--- config.mk ---
export PLATFORM = sky130hd
export DESIGN_NAME = room_sequencer
export DESIGN_NICKNAME = d
export VERILOG_FILES = /design/src/rtl/room_sequencer.sv
export SDC_FILE = /design/constraint.sdc
export NUM_CORES = 1
export LEC_CHECK = 0
export ABC_AREA = 1
export CAP_MARGIN = 40
export CORE_ASPECT_RATIO = 2
export CORE_MARGIN = 4
export CORE_UTILIZATION = 35
export DETAILED_ROUTE_END_ITERATION = 6
export GPL_TIMING_DRIVEN = 0
export PLACE_DENSITY = 0.58
export SLEW_MARGIN = 10
export SYNTH_ARGS = -nofsm -noshare
export SYNTH_HDL_FRONTEND = slang
export SYNTH_SLANG_ARGS = --single-unit
--- constraint.sdc ---
create_clock -name clk_vga -period 1.98 [get_ports clk_vga]
set_input_delay 0.396 -clock clk_vga [delete_from_list [all_inputs] [get_ports clk_vga]]
set_output_delay 0.396 -clock clk_vga [all_outputs]
set_load 0.01 [all_outputs]
--- src/rtl/room_sequencer.sv ---
// room_sequencer
//   Owns the current room coordinates (mapX/mapY) that drive the map
//   generator. Once per frame it samples the player position, detects a
//   screen-edge crossing, steps to the neighbouring room when that room
//   exists, re-places the player just inside the opposite edge and blanks
//   the display for BLANK_FRAMES frames.
//
// Ports
//   clk_vga     in   VGA pixel clock (only clock)
//   reset       in   asynchronous, active-high reset
//   frame_tick  in   one-cycle pulse at start of vertical blank
//   playerX     in   player X position (10 bits)
//   playerY     in   player Y position (9 bits)
//   respawn     in   one-cycle pulse; return to the start room
//   mapX        out  current room X (+1 = east)
//   mapY        out  current room Y (+1 = south)
//   player_load out  one-cycle pulse; player logic loads loadX/loadY
//   loadX       out  new player X
//   loadY       out  new player Y
//   blank       out  high during a room transition
//   blocked     out  one-cycle pulse; edge reached but no neighbour room
module room_sequencer #(
  parameter int SCREEN_W     = 640,
  parameter int SCREEN_H     = 480,
  parameter int EDGE         = 8,
  parameter int ENTRY_MARGIN = 24,
  parameter int BLANK_FRAMES = 2,
  parameter int START_X      = 320,
  parameter int START_Y      = 240
) (
  input  logic       clk_vga,
  input  logic       reset,
  input  logic       frame_tick,
  input  logic [9:0] playerX,
  input  logic [8:0] playerY,
  input  logic       respawn,
  output logic [3:0] mapX,
  output logic [3:0] mapY,
  output logic       player_load,
  output logic [9:0] loadX,
  output logic [8:0] loadY,
  output logic       blank,
  output logic       blocked
);

  localparam int CW = (BLANK_FRAMES < 2) ? 1 : $clog2(BLANK_FRAMES + 1);

  localparam logic [9:0] X_W_LIM   = 10'(EDGE);
  localparam logic [9:0] X_E_LIM   = 10'(SCREEN_W - 1 - EDGE);
  localparam logic [8:0] Y_N_LIM   = 9'(EDGE);
  localparam logic [8:0] Y_S_LIM   = 9'(SCREEN_H - 1 - EDGE);
  localparam logic [9:0] X_ENTRY_W = 10'(SCREEN_W - ENTRY_MARGIN);
  localparam logic [9:0] X_ENTRY_E = 10'(ENTRY_MARGIN);
  localparam logic [8:0] Y_ENTRY_N = 9'(SCREEN_H - ENTRY_MARGIN);
  localparam logic [8:0] Y_ENTRY_S = 9'(ENTRY_MARGIN);
  localparam logic [9:0] X_START   = 10'(START_X);
  localparam logic [8:0] Y_START   = 9'(START_Y);
  localparam logic [3:0] MAP_X0    = 4'd3;
  localparam logic [3:0] MAP_Y0    = 4'd5;
  localparam logic [CW-1:0] CNT_LOAD = CW'(BLANK_FRAMES);

  typedef enum logic [1:0] {
    IDLE,
    EVAL,
    LOAD,
    BLANK
  } state_t;

  typedef enum logic [2:0] {
    DIR_NONE,
    DIR_N,
    DIR_S,
    DIR_W,
    DIR_E
  } dir_t;

  state_t        state_q, state_d;
  logic [9:0]    px_q, px_d;
  logic [8:0]    py_q, py_d;
  logic [3:0]    mapx_q, mapx_d;
  logic [3:0]    mapy_q, mapy_d;
  logic [9:0]    loadx_q, loadx_d;
  logic [8:0]    loady_q, loady_d;
  logic [CW-1:0] cnt_q, cnt_d;
  logic          player_load_q, player_load_d;
  logic          blank_q, blank_d;
  logic          blocked_q, blocked_d;

  dir_t          dir;
  logic [3:0]    nbr_x;
  logic [3:0]    nbr_y;

  // The world map: fixed set of rooms that exist.
  function automatic logic room_valid(input logic [3:0] x, input logic [3:0] y);
    case ({x, y})
      8'h35, 8'h36, 8'h46, 8'h47, 8'h26, 8'h16,
      8'h24, 8'h25, 8'h15, 8'h14, 8'h13, 8'h12: return 1'b1;
      default:                                  return 1'b0;
    endcase
  endfunction

  // Edge detection on the sampled position. Only the highest-priority
  // edge (N > S > W > E) is considered; neighbour wraps mod 16.
  always_comb begin
    dir   = DIR_NONE;
    nbr_x = mapx_q;
    nbr_y = mapy_q;
    if (py_q < Y_N_LIM) begin
      dir   = DIR_N;
      nbr_y = mapy_q - 4'd1;
    end else if (py_q > Y_S_LIM) begin
      dir   = DIR_S;
      nbr_y = mapy_q + 4'd1;
    end else if (px_q < X_W_LIM) begin
      dir   = DIR_W;
      nbr_x = mapx_q - 4'd1;
    end else if (px_q > X_E_LIM) begin
      dir   = DIR_E;
      nbr_x = mapx_q + 4'd1;
    end
  end

  always_comb begin
    state_d       = state_q;
    px_d          = px_q;
    py_d          = py_q;
    mapx_d        = mapx_q;
    mapy_d        = mapy_q;
    loadx_d       = loadx_q;
    loady_d       = loady_q;
    cnt_d         = cnt_q;
    player_load_d = 1'b0;
    blank_d       = 1'b0;
    blocked_d     = 1'b0;

    case (state_q)
      IDLE: begin
        if (frame_tick) begin
          px_d    = playerX;
          py_d    = playerY;
          state_d = EVAL;
        end
      end

      EVAL: begin
        if (dir == DIR_NONE) begin
          state_d = IDLE;
        end else if (!room_valid(nbr_x, nbr_y)) begin
          blocked_d = 1'b1;
          state_d   = IDLE;
        end else begin
          mapx_d  = nbr_x;
          mapy_d  = nbr_y;
          loadx_d = px_q;
          loady_d = py_q;
          case (dir)
            DIR_N:   loady_d = Y_ENTRY_N;
            DIR_S:   loady_d = Y_ENTRY_S;
            DIR_W:   loadx_d = X_ENTRY_W;
            DIR_E:   loadx_d = X_ENTRY_E;
            default: ;
          endcase
          state_d = LOAD;
        end
      end

      LOAD: begin
        player_load_d = 1'b1;
        blank_d       = 1'b1;
        cnt_d         = CNT_LOAD;
        state_d       = (BLANK_FRAMES == 0) ? IDLE : BLANK;
      end

      BLANK: begin
        blank_d = 1'b1;
        if (frame_tick) begin
          // <= 1 rather than == 1 so a zero count can never get stuck.
          if (cnt_q <= CW'(1)) begin
            cnt_d   = '0;
            state_d = IDLE;
          end else begin
            cnt_d = cnt_q - CW'(1);
          end
        end
      end

      default: state_d = IDLE;
    endcase

    // Respawn overrides whatever the state logic decided this cycle;
    // going through LOAD also restarts any blanking in progress.
    if (respawn) begin
      mapx_d    = MAP_X0;
      mapy_d    = MAP_Y0;
      loadx_d   = X_START;
      loady_d   = Y_START;
      blocked_d = 1'b0;
      state_d   = LOAD;
    end
  end

  always_ff @(posedge clk_vga or posedge reset) begin
    if (reset) begin
      state_q       <= IDLE;
      px_q          <= '0;
      py_q          <= '0;
      mapx_q        <= MAP_X0;
      mapy_q        <= MAP_Y0;
      loadx_q       <= X_START;
      loady_q       <= Y_START;
      cnt_q         <= '0;
      player_load_q <= 1'b0;
      blank_q       <= 1'b0;
      blocked_q     <= 1'b0;
    end else begin
      state_q       <= state_d;
      px_q          <= px_d;
      py_q          <= py_d;
      mapx_q        <= mapx_d;
      mapy_q        <= mapy_d;
      loadx_q       <= loadx_d;
      loady_q       <= loady_d;
      cnt_q         <= cnt_d;
      player_load_q <= player_load_d;
      blank_q       <= blank_d;
      blocked_q     <= blocked_d;
    end
  end

  assign mapX        = mapx_q;
  assign mapY        = mapy_q;
  assign player_load = player_load_q;
  assign loadX       = loadx_q;
  assign loadY       = loady_q;
  assign blank       = blank_q;
  assign blocked     = blocked_q;

endmodule

* Word level (Yosys, flattened, before mapping)
Index checks and enable logic that the tools add are counted.
** Cells by class
- Equality and inequality tests :: 24
- $lt $le $gt $ge :: 5
- Muxes and demuxes :: 47
- Reductions and logical operators :: 11
- Add/subtract/negate cells :: 5
** Operators by type and width (count)
- 4-bit two-way mux :: 14
- 8-bit by 5-bit == test with 1-bit output, second input constant :: 5
- 8-bit by 6-bit == test with 1-bit output, second input constant :: 5
- 10-bit two-way mux :: 4
- 9-bit two-way mux :: 4
- 10-bit case mux with 2 select lines :: 1
- 9-bit case mux with 2 select lines :: 1
- 8-bit by 7-bit == test with 1-bit output, second input constant :: 2
- 2-bit two-way mux :: 8
- 3-bit two-way mux :: 4
- 12-bit OR reduction :: 1
- 10-bit greater-than comparator, second input constant :: 1
- 10-bit by 4-bit less-than comparator with 1-bit output, second input constant :: 1
- 9-bit greater-than comparator, second input constant :: 1
- 9-bit by 4-bit less-than comparator with 1-bit output, second input constant :: 1
- 1-bit two-way mux :: 9
- 3-bit != test, second input constant :: 3
- 4-bit by 1-bit adder with 4-bit output, second input constant :: 2
- 2-bit case mux with 4 select lines :: 1
- 4-bit by 1-bit subtractor with 4-bit output, second input constant :: 2
- 3-bit by 2-bit == test with 1-bit output, second input constant :: 2
- 3-bit AND reduction :: 2
- 2-bit nonzero test :: 3
- 2-bit == test, second input constant :: 2
- other kinds (11) :: 13
** Storage, ports and cells
- Logic and storage cells :: 103
- Bits in registers :: 53
- Output and inout port bits :: 30

* Longest topological paths before layout
- Word-level depth :: 14
- Depth in mapped cells :: 18
- Mapped depth without buffers :: 17

* Least setup slack after synthesis
OpenSTA, ideal clock, no wires.
- Path kind :: flip-flop to flip-flop
- Start :: register mapy_q[0] (netlist: mapY[0])
- End :: register loadx_q[3] (netlist: loadX[3])
- Cell stages (with the launch flop) :: 16
- Required time :: 1.859 ns
- Slack :: -0.223 ns
- Data arrival time :: 2.082 ns
- Path buffers :: 1
- Period minus slack after synthesis :: 2.203 ns
- Path through :: dfstp_2 -> inv_1 -> ha_1 -> nand3b_1 -> nand2_1 -> nor2_1 -> nor2_1 -> nand2_1 -> nand2_1 -> nand2_1 -> nand2_2 -> nor2_8 -> nand2_4 -> buf_2 -> nand3_1 -> nand2_1
** Between the ends
- Cells in the longest elaborated chain, start to end :: 10
- Elaborated cells on any way between the ends :: 22
** RTL lines
- start, declared :: line 81 : logic [3:0] mapy_q, mapy_d;
- start signal, assigned :: line 220 : mapy_q <= mapy_d;
- 4-bit by 1-bit adder with 4-bit output :: line 113 : nbr_y = mapy_q + 4'd1;
- 4-bit two-way mux :: line 111 : end else if (py_q > Y_S_LIM) begin
- 4-bit two-way mux (*) :: line 108 : if (py_q < Y_N_LIM) begin
- 8-bit by 6-bit == test with 1-bit output (tied with other cells) :: line 95 : case ({x, y})
- 12-bit OR reduction (*) :: line 95
- 1-bit two-way mux (*) :: line 95
- 1-bit two-way mux (*) :: line 146 : if (dir == DIR_NONE) begin
- 1-bit two-way mux (*) :: line 136 : case (state_q)
- 2-bit nonzero test (no source line) (*)
- 3-bit AND reduction (no source line) (*)
- end signal, assigned :: line 221 : loadx_q <= loadx_d;
- end, declared :: line 82 : logic [9:0] loadx_q, loadx_d;
Every way passes the cells marked *; elsewhere a longest branch is shown, timed or not. The select of a mux whose other input is x is not followed.
A chain may end at the register's enable or synchronous reset.

* Worst setup path in the final report
- Start :: register mapy_q[0] (netlist: mapY[0])
- End :: register loadx_q[8] (netlist: loadX[8])
The elaborated chain is that of the path after synthesis.

==> impl_metrics.json <==
{
  "outcome": "finished with violations",
  "violations": "setup timing",
  "overflow": 0,
  "avgSynthCellArea_um2": 8.17,
  "grt_pass1_vias": 2510,
  "finalSetupTns_ps": -6340,
  "clock_sinks": 53,
  "layout.nets": 455,
  "synth-edff-count": 0,
  "synth_xor_area_frac": 0.0152,
  "synth_top_area_frac": 0.384,
  "cts_tree": "done",
  "ioPinCount": 53,
  "crit_arrival_ps": 2460,
  "syn_area_um2": 2800,
  "slew_viol_final": 0,
  "fin_util": 0.520,
  "start_util": 0.363,
  "cp_max_fo": 7,
  "cp-end-kind": "flip-flop",
  "grtUsageTotal": 0.166,
  "cts_root_buffer": "clkbuf_16",
  "die_x_um": 71.3,
  "dr.first_iter.drc_count": 142,
  "placed_area_um2": 3490,
  "core_area_um2": 7710,
  "cts_made_buffers": 5,
  "synth_cell_types": 34,
  "path_class": "flip-flop to flip-flop",
  "design_area_um2": 4010,
  "drv_cap": 0,
  "rsz0062_at_grt": "true",
  "final.min_clock_period_ps": 2220,
  "fin_crit_sh": 1.12,
  "syn_to_final_growth_pct": 43.2,
  "yosys.area.top_type": "dfrtp_1",
  "r2r_end": "loadX[8]$_DFFE_PP1P_",
  "fmax_ghz": 0.450,
  "grt_pass1_wl_um": 12500,
  "dieArea_um2": 9590,
  "skew_ps": 6.93,
  "synth_simple_gate_area_share": 0.324,
  "drc": 0,
  "clk-insertion-delay-late_ps": 290,
  "place_congestion": 0.840,
  "hold_class": "input pin to asynchronous set/reset pin",
  "synth_cells": 343,
  "synthArstFlopShare": 1.00,
  "place_hpwl_um": 5520,
  "critPathRequiredTime_ps": 2220,
  "clockBufferDepth": 2,
  "synth_compound_area_frac": 0.0514,
  "syn_nets": 370,
  "antenna_found_initial": 0,
  "synth_top_family_by_area": "simple AND/OR/NAND/NOR gates",
  "synth_seq_cells": 53,
  "setup_ws_ps": -244,
  "vias_per_cell": 5.00,
  "yosys_warnings": 0,
  "row_count": 45,
  "n_antenna_cell": 0,
  "num_vias": 2614,
  "drt-total-wl_um": 7680,
  "synthMuxAreaShare": 0.0442,
  "start_kind": "flip-flop",
  "leakagePower_nw": 1.95,
  "ir_drop_mv": 0.535,
  "ys_seq_area_frac": 0.478,
  "synth_area_leaders": "dfrtp_1, nand2_1, dfstp_2",
  "ant_nets": 0,
  "clkTransAtPathRegs_ps": 70,
  "max_slew_margin": 0.554,
  "hold_violations": 0,
  "rrSetupSlack_ps": -240,
  "hold_buffers": 0,
  "drive_above_1_share": 0.261,
  "worst_slew_pin_slew_ps": 668,
  "synthAdderAreaFrac": 0.0179,
  "setup_viol": 29,
  "h-tree-depth": 2,
  "fillerInstances": 726,
  "io_buffers": 52,
  "die_h_um": 135,
  "dr.pass1.iters": 4,
  "ff2ff_path_depth": 16,
  "grt_max_degree": 34,
  "yosysMostFrequentCell": "nand2_1",
  "wl_per_cell_um": 14.7,
  "power.density_nw_per_um2": 1130,
  "yosys-top-cells-count": "nand2_1, dfrtp_1, nand3_1, nor2_1, inv_1",
  "synth_ff_type": "dfrtp_1",
  "rr_startpoint": "mapY[0]$_DFFE_PP1P_"
}
per-stage QoR:
step | setup WS [ps] | instances | total power, W | hold WS (ps)
global placement | -727 | 489 | 0.00300 | 450
floorplan | -155 | 343 | 0.00255 | 435
CTS | -233 | 517 | 0.00437 | 455
global route | -378 | 523 | 0.00479 | 487
detailed placement | -463 | 490 | 0.00303 | 463
finish | -244 | 523 | 0.00452 | 436
worst max path at each step:
stage	startpoint	to	slack [ps]	cells after the start
2_1_floorplan	mapY[0]$_DFFE_PP1P_	loadX[3]$_DFFE_PP0P_	-150	15
3_3_place_gp	reset	mapY[3]$_DFFE_PP0P_	-730	2
3_5_place_dp	px_q[8]$_DFFE_PP0P_	loadX[8]$_DFFE_PP1P_	-460	16
4_1_cts	py_q[7]$_DFFE_PP0P_	loadY[8]$_DFFE_PP0P_	-230	15
5_1_grt	py_q[7]$_DFFE_PP0P_	loadX[8]$_DFFE_PP1P_	-380	16
6_report	mapY[0]$_DFFE_PP1P_	loadX[8]$_DFFE_PP1P_	-240	16
critical path, stage by stage (launching register included):
cell and delay, ps:
dfstp_2 580, inv_2 60, ha_4 250, nand3b_1 120, nand2_1 70, nor2_2 130, nor2_1 60, nand2_1 60
nand2_1 40, nand2_1 70, nand2_2 90, nor2_8 180, nand2_8 100, nand2_4 90, buf_6 140, nand2_1 60
nand2_1 60
flip-flops by register name, indices dropped and copies added, names as in the netlist:
signal and flops:
loadX 10, px_q 10, loadY 9, py_q 9, mapX 4, mapY 4
cnt_q 2, state_q 2, blank 1, blocked 1, player_load 1
cell families (layout without fill, tap and decap cells):
| kind of cell | after synthesis | in the layout |
|---|---|---|
| fa+ha+maj | 4 | 4 |
| xor+xnor | 4 | 4 |
| compound gates | 26 | 26 |
| flops | 53 | 53 |
| mux | 11 | 11 |
| simple gates | 198 | 198 |
| buf+inv | 47 | 133 |
cells in the final DEF (no fill, tap or decap), types with 6 or more instances in the layout:
master | synthesis | routed
clkbuf_1 | 8 | 6
mux2_2 | 11 | 11
nand3_1 | 42 | 36
clkdlybuf4s50_1 | 0 | 52
buf_4 | 0 | 26
dfstp_2 | 10 | 10
nand2_1 | 94 | 82
nand3_2 | 2 | 8
dfrtp_1 | 43 | 42
nor2_2 | 2 | 7
nor2_1 | 33 | 27
inv_1 | 31 | 26
a21oi_1 | 9 | 9
nand4_1 | 10 | 10
o21ai_0 | 11 | 10
nand2_2 | 4 | 14
metal layers:
metal	GRT usage	wire, um	vias up
met1	0.188	3000	1250
met4	0.0669	198	0
met2	0.304	4210	69
met5	0	0	-
li1	-	-	1278
met3	0.0253	271	17
timing repair:
action / in CTS / in global routing
pin swaps: 7 / 12
hold endpoints to repair: 0 / 0
endpoints found under the setup margin: 29 / 33
gates cloned: 1 / 0
resized for setup: 15 / 33
buffers inserted: 19 / 6
layout make-up:
type                       count  area, um^2  share of cell area
tap                           94         118              0.0293
inverter                      34         130              0.0324
multi-input combinational    243        1420               0.354
buffer                        12        92.6              0.0231
timing repair buffer          79         739               0.184
clock inverter                 1        30.0             0.00749
sequential                    53        1340               0.334
clock buffer                   7         143              0.0356
power breakdown:
| group | internal [W] | switching, W |
|---|---|---|
| sequential | 0.00133 | 0.000163 |
| combinational | 0.000899 | 0.00111 |
| clock | 0.000632 | 0.000382 |
Note: power is estimated with default switching activity, not from simulation.
